<file path="src/rtl/multi_push_seq.sv">
// multi_push_seq: on new_data, pushes NUM_CH channels in ascending order, then
// runs a CRC phase. Each phase has a timeout that aborts the sequence and
// reports the failing phase on err_ch. Optional macro CH_MASK_EN adds a ch_en
// port, latched at start, that selects which channels get pushed.
module multi_push_seq #(
  parameter int unsigned NUM_CH          = 4,
  parameter int unsigned TIMEOUT_CYCLES  = 64,
  parameter int unsigned TO_W            = 8,
  localparam int unsigned IDX_W          = $clog2(NUM_CH)
) (
  input  logic              clk,
  input  logic              rstn,
  input  logic              new_data,
  input  logic [NUM_CH-1:0] push_done,
  input  logic              crc_done,
`ifdef CH_MASK_EN
  input  logic [NUM_CH-1:0] ch_en,
`endif
  output logic [NUM_CH-1:0] push_req,
  output logic [IDX_W-1:0]  ch_idx,
  output logic              crc_start,
  output logic              busy,
  output logic              finish_strb,
  output logic              abort_strb,
  output logic [IDX_W:0]    err_ch
);

  localparam int unsigned     ERR_W   = IDX_W + 1;
  localparam logic [TO_W-1:0] TO_LAST = TO_W'(TIMEOUT_CYCLES - 1);

  typedef enum logic [1:0] {
    S_IDLE = 2'd0,
    S_PUSH = 2'd1,
    S_CRC  = 2'd2
  } state_e;

  state_e              state_q, state_d;
  logic [TO_W-1:0]     cnt_q, cnt_d;
  logic [IDX_W-1:0]    ch_idx_q, ch_idx_d;
  logic [NUM_CH-1:0]   push_req_q, push_req_d;
  logic                crc_start_q, crc_start_d;
  logic                busy_q, busy_d;
  logic                finish_q, finish_d;
  logic                abort_q, abort_d;
  logic [ERR_W-1:0]    err_ch_q, err_ch_d;

  logic [NUM_CH-1:0]   start_mask;
  logic [NUM_CH-1:0]   run_mask;
  logic                first_found, nxt_found;
  logic [IDX_W-1:0]    first_idx, nxt_idx;
  logic                cur_done;
  logic                timeout;

`ifdef CH_MASK_EN
  logic [NUM_CH-1:0]   mask_q, mask_d;

  assign start_mask = ch_en;
  assign run_mask   = mask_q;

  // Channel mask latched when a sequence is accepted
  always_comb begin
    mask_d = mask_q;
    if (state_q == S_IDLE && new_data) begin
      mask_d = ch_en;
    end
  end

  // Mask register
  always_ff @(posedge clk) begin
    if (!rstn) begin
      mask_q <= '0;
    end else begin
      mask_q <= mask_d;
    end
  end
`else
  assign start_mask = '1;
  assign run_mask   = '1;
`endif

  assign cur_done = push_done[ch_idx_q];
  assign timeout  = (cnt_q == TO_LAST);

  // Lowest enabled channel at start, and next enabled channel above ch_idx
  always_comb begin
    first_found = 1'b0;
    first_idx   = '0;
    nxt_found   = 1'b0;
    nxt_idx     = '0;
    for (int i = NUM_CH - 1; i >= 0; i--) begin
      if (start_mask[i]) begin
        first_found = 1'b1;
        first_idx   = IDX_W'(i);
      end
      if (run_mask[i] && (IDX_W'(i) > ch_idx_q)) begin
        nxt_found = 1'b1;
        nxt_idx   = IDX_W'(i);
      end
    end
  end

  // State register
  always_ff @(posedge clk) begin
    if (!rstn) begin
      state_q <= S_IDLE;
    end else begin
      state_q <= state_d;
    end
  end

  // Next-state logic; completion takes priority over timeout
  always_comb begin
    state_d = state_q;
    case (state_q)
      S_IDLE: begin
        if (new_data) begin
          state_d = first_found ? S_PUSH : S_CRC;
        end
      end
      S_PUSH: begin
        if (cur_done) begin
          state_d = nxt_found ? S_PUSH : S_CRC;
        end else if (timeout) begin
          state_d = S_IDLE;
        end
      end
      S_CRC: begin
        if (crc_done || timeout) begin
          state_d = S_IDLE;
        end
      end
      default: state_d = S_IDLE;
    endcase
  end

  // Output and counter next values, registered below
  always_comb begin
    cnt_d       = cnt_q;
    ch_idx_d    = ch_idx_q;
    err_ch_d    = err_ch_q;
    push_req_d  = '0;
    crc_start_d = 1'b0;
    finish_d    = 1'b0;
    abort_d     = 1'b0;
    busy_d      = (state_d != S_IDLE);
    case (state_q)
      S_IDLE: begin
        if (new_data) begin
          cnt_d    = '0;
          err_ch_d = '0;
          if (first_found) begin
            ch_idx_d             = first_idx;
            push_req_d[first_idx] = 1'b1;
          end else begin
            crc_start_d = 1'b1;
          end
        end
      end
      S_PUSH: begin
        if (cur_done) begin
          cnt_d = '0;
          if (nxt_found) begin
            ch_idx_d            = nxt_idx;
            push_req_d[nxt_idx] = 1'b1;
          end else begin
            crc_start_d = 1'b1;
          end
        end else if (timeout) begin
          cnt_d    = '0;
          abort_d  = 1'b1;
          err_ch_d = ERR_W'(ch_idx_q);
        end else begin
          cnt_d                = cnt_q + TO_W'(1);
          push_req_d[ch_idx_q] = 1'b1;
        end
      end
      S_CRC: begin
        if (crc_done) begin
          cnt_d    = '0;
          finish_d = 1'b1;
        end else if (timeout) begin
          cnt_d    = '0;
          abort_d  = 1'b1;
          err_ch_d = ERR_W'(NUM_CH);
        end else begin
          cnt_d = cnt_q + TO_W'(1);
        end
      end
      default: ;
    endcase
  end

  // Output and counter registers
  always_ff @(posedge clk) begin
    if (!rstn) begin
      cnt_q       <= '0;
      ch_idx_q    <= '0;
      push_req_q  <= '0;
      crc_start_q <= 1'b0;
      busy_q      <= 1'b0;
      finish_q    <= 1'b0;
      abort_q     <= 1'b0;
      err_ch_q    <= '0;
    end else begin
      cnt_q       <= cnt_d;
      ch_idx_q    <= ch_idx_d;
      push_req_q  <= push_req_d;
      crc_start_q <= crc_start_d;
      busy_q      <= busy_d;
      finish_q    <= finish_d;
      abort_q     <= abort_d;
      err_ch_q    <= err_ch_d;
    end
  end

  assign push_req    = push_req_q;
  assign ch_idx      = ch_idx_q;
  assign crc_start   = crc_start_q;
  assign busy        = busy_q;
  assign finish_strb = finish_q;
  assign abort_strb  = abort_q;
  assign err_ch      = err_ch_q;

endmodule

</file>
<file path="config.mk">
export PLATFORM = sky130hd
export DESIGN_NAME = multi_push_seq
export DESIGN_NICKNAME = d
export VERILOG_FILES = /design/src/rtl/multi_push_seq.sv
export SDC_FILE = /design/constraint.sdc
export NUM_CORES = 1
export LEC_CHECK = 0
export BUFFER_PORTS_ARGS = -buffer_cell sky130_fd_sc_hd__buf_4
export CORE_ASPECT_RATIO = 1.1
export CORE_UTILIZATION = 35
export DETAILED_ROUTE_END_ITERATION = 12
export SETUP_SLACK_MARGIN = 0.5
export SLEW_MARGIN = 5
export SYNTH_ARGS = -nofsm -noshare
export SYNTH_HDL_FRONTEND = slang
export SYNTH_SLANG_ARGS = --single-unit
</file>
<file path="constraint.sdc">
create_clock -name clk -period 2.1 [get_ports clk]
set_clock_uncertainty 0.1 [all_clocks]
set_input_delay 0.105 -clock clk [delete_from_list [all_inputs] [get_ports clk]]
set_output_delay 0.105 -clock clk [all_outputs]
set_load 0.1 [all_outputs]
</file>
# Yosys cells after proc, flatten, opt, wreduce, memory -nomap -nowiden
# Index checks and enable logic that the tools add are counted.
classes:
  addsub: 1
  magnitude_cmp: 8
  eq_ne: 10
  mux: 46
  reduce_logical: 12
op_table:
  columns: ["operator", "n"]
  rows:
  - ["2-to-1 mux 8 bit", 4]
  - ["2-to-1 mux 2 bit", 12]
  - ["one-hot mux 8 bit (3 select lines)", 1]
  - ["2-to-1 mux 3 bit", 5]
  - ["inequality test 2 bit, second input constant", 7]
  - ["2-to-1 mux 1 bit", 13]
  - ["2-to-1 mux 4 bit", 3]
  - ["one-hot mux 3 bit (3 select lines)", 1]
  - ["adder 8 x 1 -> 8 bit, second input constant", 1]
  - ["== test 8 x 6 -> 1 bit, second input constant", 1]
  - ["one-hot mux 4 bit (2 select lines)", 1]
  - ["< comparator 2 x 3 -> 1 bit, second input constant", 2]
  - ["one-hot mux 2 bit (3 select lines)", 1]
  - ["AND reduction 6 bit", 1]
  - ["demux 1 bit (select 2 bit)", 2]
  - ["greater-or-equal comparator 2 x 1 -> 1 bit, second input constant", 2]
  - ["greater-than comparator 1 x 2 -> 1 bit, first input constant", 2]
  - ["greater-than comparator 2 bit, first input constant", 2]
  - ["one-hot mux 2 bit (2 select lines)", 1]
  - ["AND reduction 2 bit", 2]
  - ["AND reduction 4 bit", 1]
  - ["nonzero test 2 bit", 2]
  - ["AND reduction 3 bit", 1]
  - ["nonzero test 3 bit", 1]
  - ["7 further kinds", 8]
totals:
  register_bits: 23
  inputBits: 8
  out_inout_bits: 13
  wordCells: 86

# Depth between registers and ports, before layout
logic_depth:
  depth_word: 12
  depth_mapped: 8
  ltp_nobuf: 7

# Least setup slack after synthesis
# OpenSTA, ideal clock, no wires.
synth_timing:
  path_kind: "register to register"
  start: "register ch_idx_q[0], in the netlist ch_idx[0]"
  end: "register cnt_q[3]"
  arrival_ns: 2.282
  required_ns: 1.926
  slack_ns: -0.357
  path_stages_with_launch: 6
  synth_period_minus_slack_ns: 2.457
  path_cell_list: "dfxtp_1 -> mux2_4 -> o221ai_4 -> nand4_4 -> or3_1 -> o21ai_0"
synth_between:
  elab_chain_cells: 4
synth_rtl:
  columns: ["element", "line", "rtl"]
  rows:
  - ["from (decl)", "39", "logic [IDX_W-1:0] ch_idx_q, ch_idx_d;"]
  - ["from (signal assigned)", "206", "ch_idx_q <= ch_idx_d;"]
  - ["binary-select mux 1 bit (select 2 bit)", "81", "assign cur_done = push_done[ch_idx_q];"]
  - ["2-to-1 mux 1 bit (not written as such)", "81", null]
  - ["2-to-1 mux 8 bit", "160", "if (cur_done) begin"]
  - ["one-hot mux 8 bit (3 select lines)", "146", "case (state_q)"]
  - ["to (signal assigned)", "205", "cnt_q <= cnt_d;"]
  - ["to (decl)", "38", "logic [TO_W-1:0] cnt_q, cnt_d;"]
# Every way passes these cells. The select of a mux whose other input is x is not followed.
# A chain may end at the register's enable or synchronous reset.

# Worst setup path after layout
# Ends and elaborated chain as after synthesis.

==> run summary <==
The final number of max-transition violations came out at 0. In this run the worst hold path is classified as in2reg. The number of antenna violations at the first check in global routing was 0; the post-layout net count was 224.

The endpoint of the worst register-to-register path was cnt_q[3]$_SDFFE_PN0P_. The count of input and output buffers is 20, and the floorplan row count is 23. The length of the first detailed-routing pass in iterations was 4; the sum of negative setup slack was 0 ps. The tree built by TritonCTS fans out to 23 sinks. The tools report the register-to-register path setup slack as 340 ps. The simple logic cell fraction of the synthesized area is 0.246, and the area fraction of the dominant cell type after synthesis is 0.337. The startpoint identified for the worst hold timing path is rstn.

The post-synthesis average cell area is 9.12 sq um. Data on the critical path arrives at its endpoint at 1870 ps. The largest driver fanout on the critical path is 6, and the routability-driven placement congestion ratio is 0.862. Normalized max-slew margin: 0.714. The floorplan die height came out at 67.6 um.

Entering global routing, the biggest net connects 14 pins. Setup violations remaining at the end of the flow were counted as 0. Total of max-cap violations: 0.

Traced cell by cell, the critical path runs through mux2_4 > o221ai_4 > nand4_4 > or3_1 > o21ai_1. The core area was 0.00368 sq mm; the HPWL after detailed placement was 2.35 mm. The worst hold path terminates at err_ch[2]$_SDFFE_PN0P_. The tools report the effective utilization at floorplan as 0.371. The area growth from synthesis to layout works out to 52.6%.

The count of nets left with antenna violations once routing finished came out at 0. The critical path capture point type is a flip-flop. The total routing resource utilization after global routing was 0.209; the number of synthesis warnings was 0. The maximum level of the CTS H-tree was 1; the number of cells traversed by the worst hold path was 3. Dividing the detail-routed wire length by the instance count gives 16.3 um. The cell area that synthesis handed to floorplanning was 0.00137 sq mm.

For the number of hold violations in the final report, the log shows 0. The synthesized netlist contains 45 unique library cells. Ratio of total power to cell area: 805 mW/mm^2. The xor and xnor fraction of the mapped netlist area was 0; the count of inserted antenna diode cells was 0. Clock latency on the worst-skew pair, taken at its later pin, is 280 ps. The first routing iteration left 102 violations.

At the pin with the least slew margin, the transition time is 425 ps. STA classifies the critical path startpoint as a flip-flop. The fraction of final layout cells sized beyond drive strength 1 came out at 0.557. The number of buffers and inverters on the critical path is 0.

The tree is rooted in a clkbuf_8. The analysis attributes to cell leakage a power of 0.854 nW. The total I/O pin count was 21; the flop and latch count out of synthesis was 23. The number of nets in the synthesized netlist is 172.

The number of buffers added by the clock tree synthesis step was 3; the via count of the first global-routing pass was 1354. TritonCTS built the clock tree. The startpoint-to-endpoint class of the critical path was reg2reg. Across the VDD grid, the largest voltage drop is 0.386 mV. The largest stage delay on the critical path is 390 ps. Worst-path cell with the longest stage delay: dfxtp_4.

The final core area utilization is 0.567, and the path depth of the worst reg2reg path is 5. The worst path needs 1760 ps of the cycle, external delays included. The flow ran to the end, and the final reports show no timing, DRC or antenna violations. The logs give 2 for the buffer depth of the longest clock path and 0.337 for the sequential cell area fraction in the yosys report. Static timing analysis puts the maximum clock frequency at 0.570 GHz. Summing internal, switching and leakage power gives 1.68 mW. The final worst-path cycle share was 0.836.

Once placement completed, the tool counted placed cells totaling 218. The count of cells in the finished layout, fillers not included, comes to 251. Summed over all layers, the global routing overflow is 0.

Using the TritonRoute via totals, the vias-per-cell ratio works out to 5.53. For this run, design rule violations remaining after detail routing come to 0. Ranked by total cell area, the synthesized netlist is headed by dfxtp_1 34%, ha_1 13%, o21ai_0 3.7%. The run gives 6.34 mm as the global-route wire length before repair.

The number of instances in the synthesized netlist came out at 150. The share of cell area taken by muxes after synthesis works out to 0.0366. Setup repair after global routing could not meet its margin everywhere. The floorplan step defined a die boundary enclosing 0.00416 sq mm. The area share of fa/ha/maj cells after synthesis works out to 0.128. The synthesized design spends more area on one cell type than any other, namely dfxtp_1. The compound-cell area share of the yosys netlist came out at 0.212. Data required time of the worst path: 2210 ps.

The final layout contains routed wiring with a total length of 4.09 mm. The final route contains 1389 vias. The dominant combinational cell family by area after synthesis is simple AND/OR/NAND/NOR gates.

Critical register-to-register path startpoint: ch_idx[0]$_SDFFE_PN0P_. The die is 61.6 um wide. The clock-pin slew reported for the worst setup and hold paths after clock tree synthesis is 90 ps.

Broken down by cell family, the worst path's largest delay share belongs to simple AND/OR/NAND/NOR gates.
-- worst reg2reg max path, cell delays in order (launching register included) --
cell and delay (ps):
dfxtp_4 390, mux2_4 340, o221ai_4 240, nand4_4 170
or3_1 350, o21ai_1 90
-- repair_timing --
item	CTS	global route
pin swaps	10	9
endpoints found under the setup margin	20	19
buffers inserted	25	4
hold buffers	0	0
gates cloned	0	0
gates resized for setup	30	21
-- Yosys cell counts (all sizes together) --
cell type and count:
a21o 5, a21oi 5, a22oi 4, a2bb2oi 1, a31oi 2, a32o 1, and2 2, and3 3
and4 1, buf 1, clkbuf 1, dfxtp 23, ha 14, inv 8, mux2 2, mux2i 2
nand2 12, nand2b 3, nand3 9, nand4 2, nand4b 1, nor2 13, nor2b 2, nor3 4
nor3b 1, o2111ai 2, o211ai 1, o21a 1, o21ai 12, o221ai 1, o22ai 1, o311ai 1
o31ai 2, o41ai 1, or2 3, or3 3
-- layer usage --
metal,up-vias,wire [um],GRT usage,part of all wire
met3,15,272,0.0632,0.066
met1,663,1680,0.237,0.41
li1,649,-,-,-
met2,62,2020,0.345,0.49
met4,0,114,0.114,0.028
met5,-,0,0,0
-- per-stage QoR --
| stage | instance area (sq um) | setup WS (ps) | hold slack, ps |
|---|---|---|---|
| floorplan | 1430 | 284 | 142 |
| global placement | 1620 | 222 | 295 |
| detailed placement | 1620 | 128 | 302 |
| CTS | 1980 | 397 | 17.6 |
| global route | 2090 | 281 | 54.5 |
| finish | 2090 | 344 | 16.6 |
-- where the power goes --
group          leakage (nW)  internal (mW)  switching, mW  total (mW)
clock                0.0255          0.133          0.166       0.299
combinational         0.636          0.336          0.533       0.869
sequential            0.192          0.475         0.0382       0.513
-- cell families after synthesis --
kind of cell | count (synthesis)
simple gates | 59
compound gates | 40
flops | 23
fa+ha+maj | 14
buf+inv | 10
mux | 4
-- worst max path at each step --
stage                            from                     to  slack (ps)  depth (start not counted)
2_1_floorplan  ch_idx[0]$_SDFFE_PN0P_  cnt_q[3]$_SDFFE_PN0P_         280                          5
3_3_place_gp    state_q[1]$_SDFF_PN0_  cnt_q[3]$_SDFFE_PN0P_         220                          7
3_5_place_dp    state_q[1]$_SDFF_PN0_  cnt_q[3]$_SDFFE_PN0P_         130                          7
4_1_cts        ch_idx[0]$_SDFFE_PN0P_  cnt_q[3]$_SDFFE_PN0P_         400                          5
5_1_grt        ch_idx[0]$_SDFFE_PN0P_  cnt_q[3]$_SDFFE_PN0P_         280                          5
6_report       ch_idx[0]$_SDFFE_PN0P_  cnt_q[3]$_SDFFE_PN0P_         340                          5
-- registers in the layout, indices dropped and copies added, names as in the netlist --
register,flops
state_q,2
finish_strb,1
err_ch,3
busy,1
push_req,4
crc_start,1
ch_idx,2
abort_strb,1
cnt_q,8
-- placed cells by master, fill, tap and decap left out, types with 2 or more instances in the layout --
| cell type | synthesis | routed |
|---|---|---|
| buf_6 | 1 | 3 |
| o31ai_1 | 2 | 2 |
| or3_4 | 1 | 2 |
| a31oi_1 | 2 | 2 |
| clkbuf_8 | 1 | 3 |
| mux2_4 | 2 | 2 |
| nor2_4 | 1 | 2 |
| or2_4 | 1 | 3 |
| o21ai_2 | 2 | 3 |
| nand3_1 | 8 | 7 |
| dfxtp_4 | 0 | 6 |
| o21ai_1 | 0 | 4 |
| a22oi_2 | 0 | 4 |
| inv_4 | 0 | 2 |
| nor2_1 | 12 | 11 |
| nand2_1 | 12 | 10 |
| a21o_1 | 4 | 4 |
| nor3_4 | 0 | 2 |
| dfxtp_2 | 0 | 3 |
| a21oi_1 | 5 | 3 |
| buf_4 | 0 | 46 |
| dfxtp_1 | 23 | 14 |
| ha_1 | 14 | 8 |
| nand2b_1 | 3 | 2 |
| inv_1 | 8 | 5 |
| o21ai_0 | 10 | 5 |
| ha_4 | 0 | 5 |
| a21oi_2 | 0 | 2 |
-- cell type report --
| cell class | instances | area (sq um) |
|---|---|---|
| inverter | 8 | 40.0 |
| sequential | 23 | 487 |
| multi-input combinational | 117 | 1070 |
| tap | 50 | 62.6 |
| clock buffer | 3 | 41.3 |
| timing repair buffer | 49 | 379 |
| fill | 322 | 1600 |
| clock inverter | 1 | 5.00 |
(Power assumes the default switching activity.)
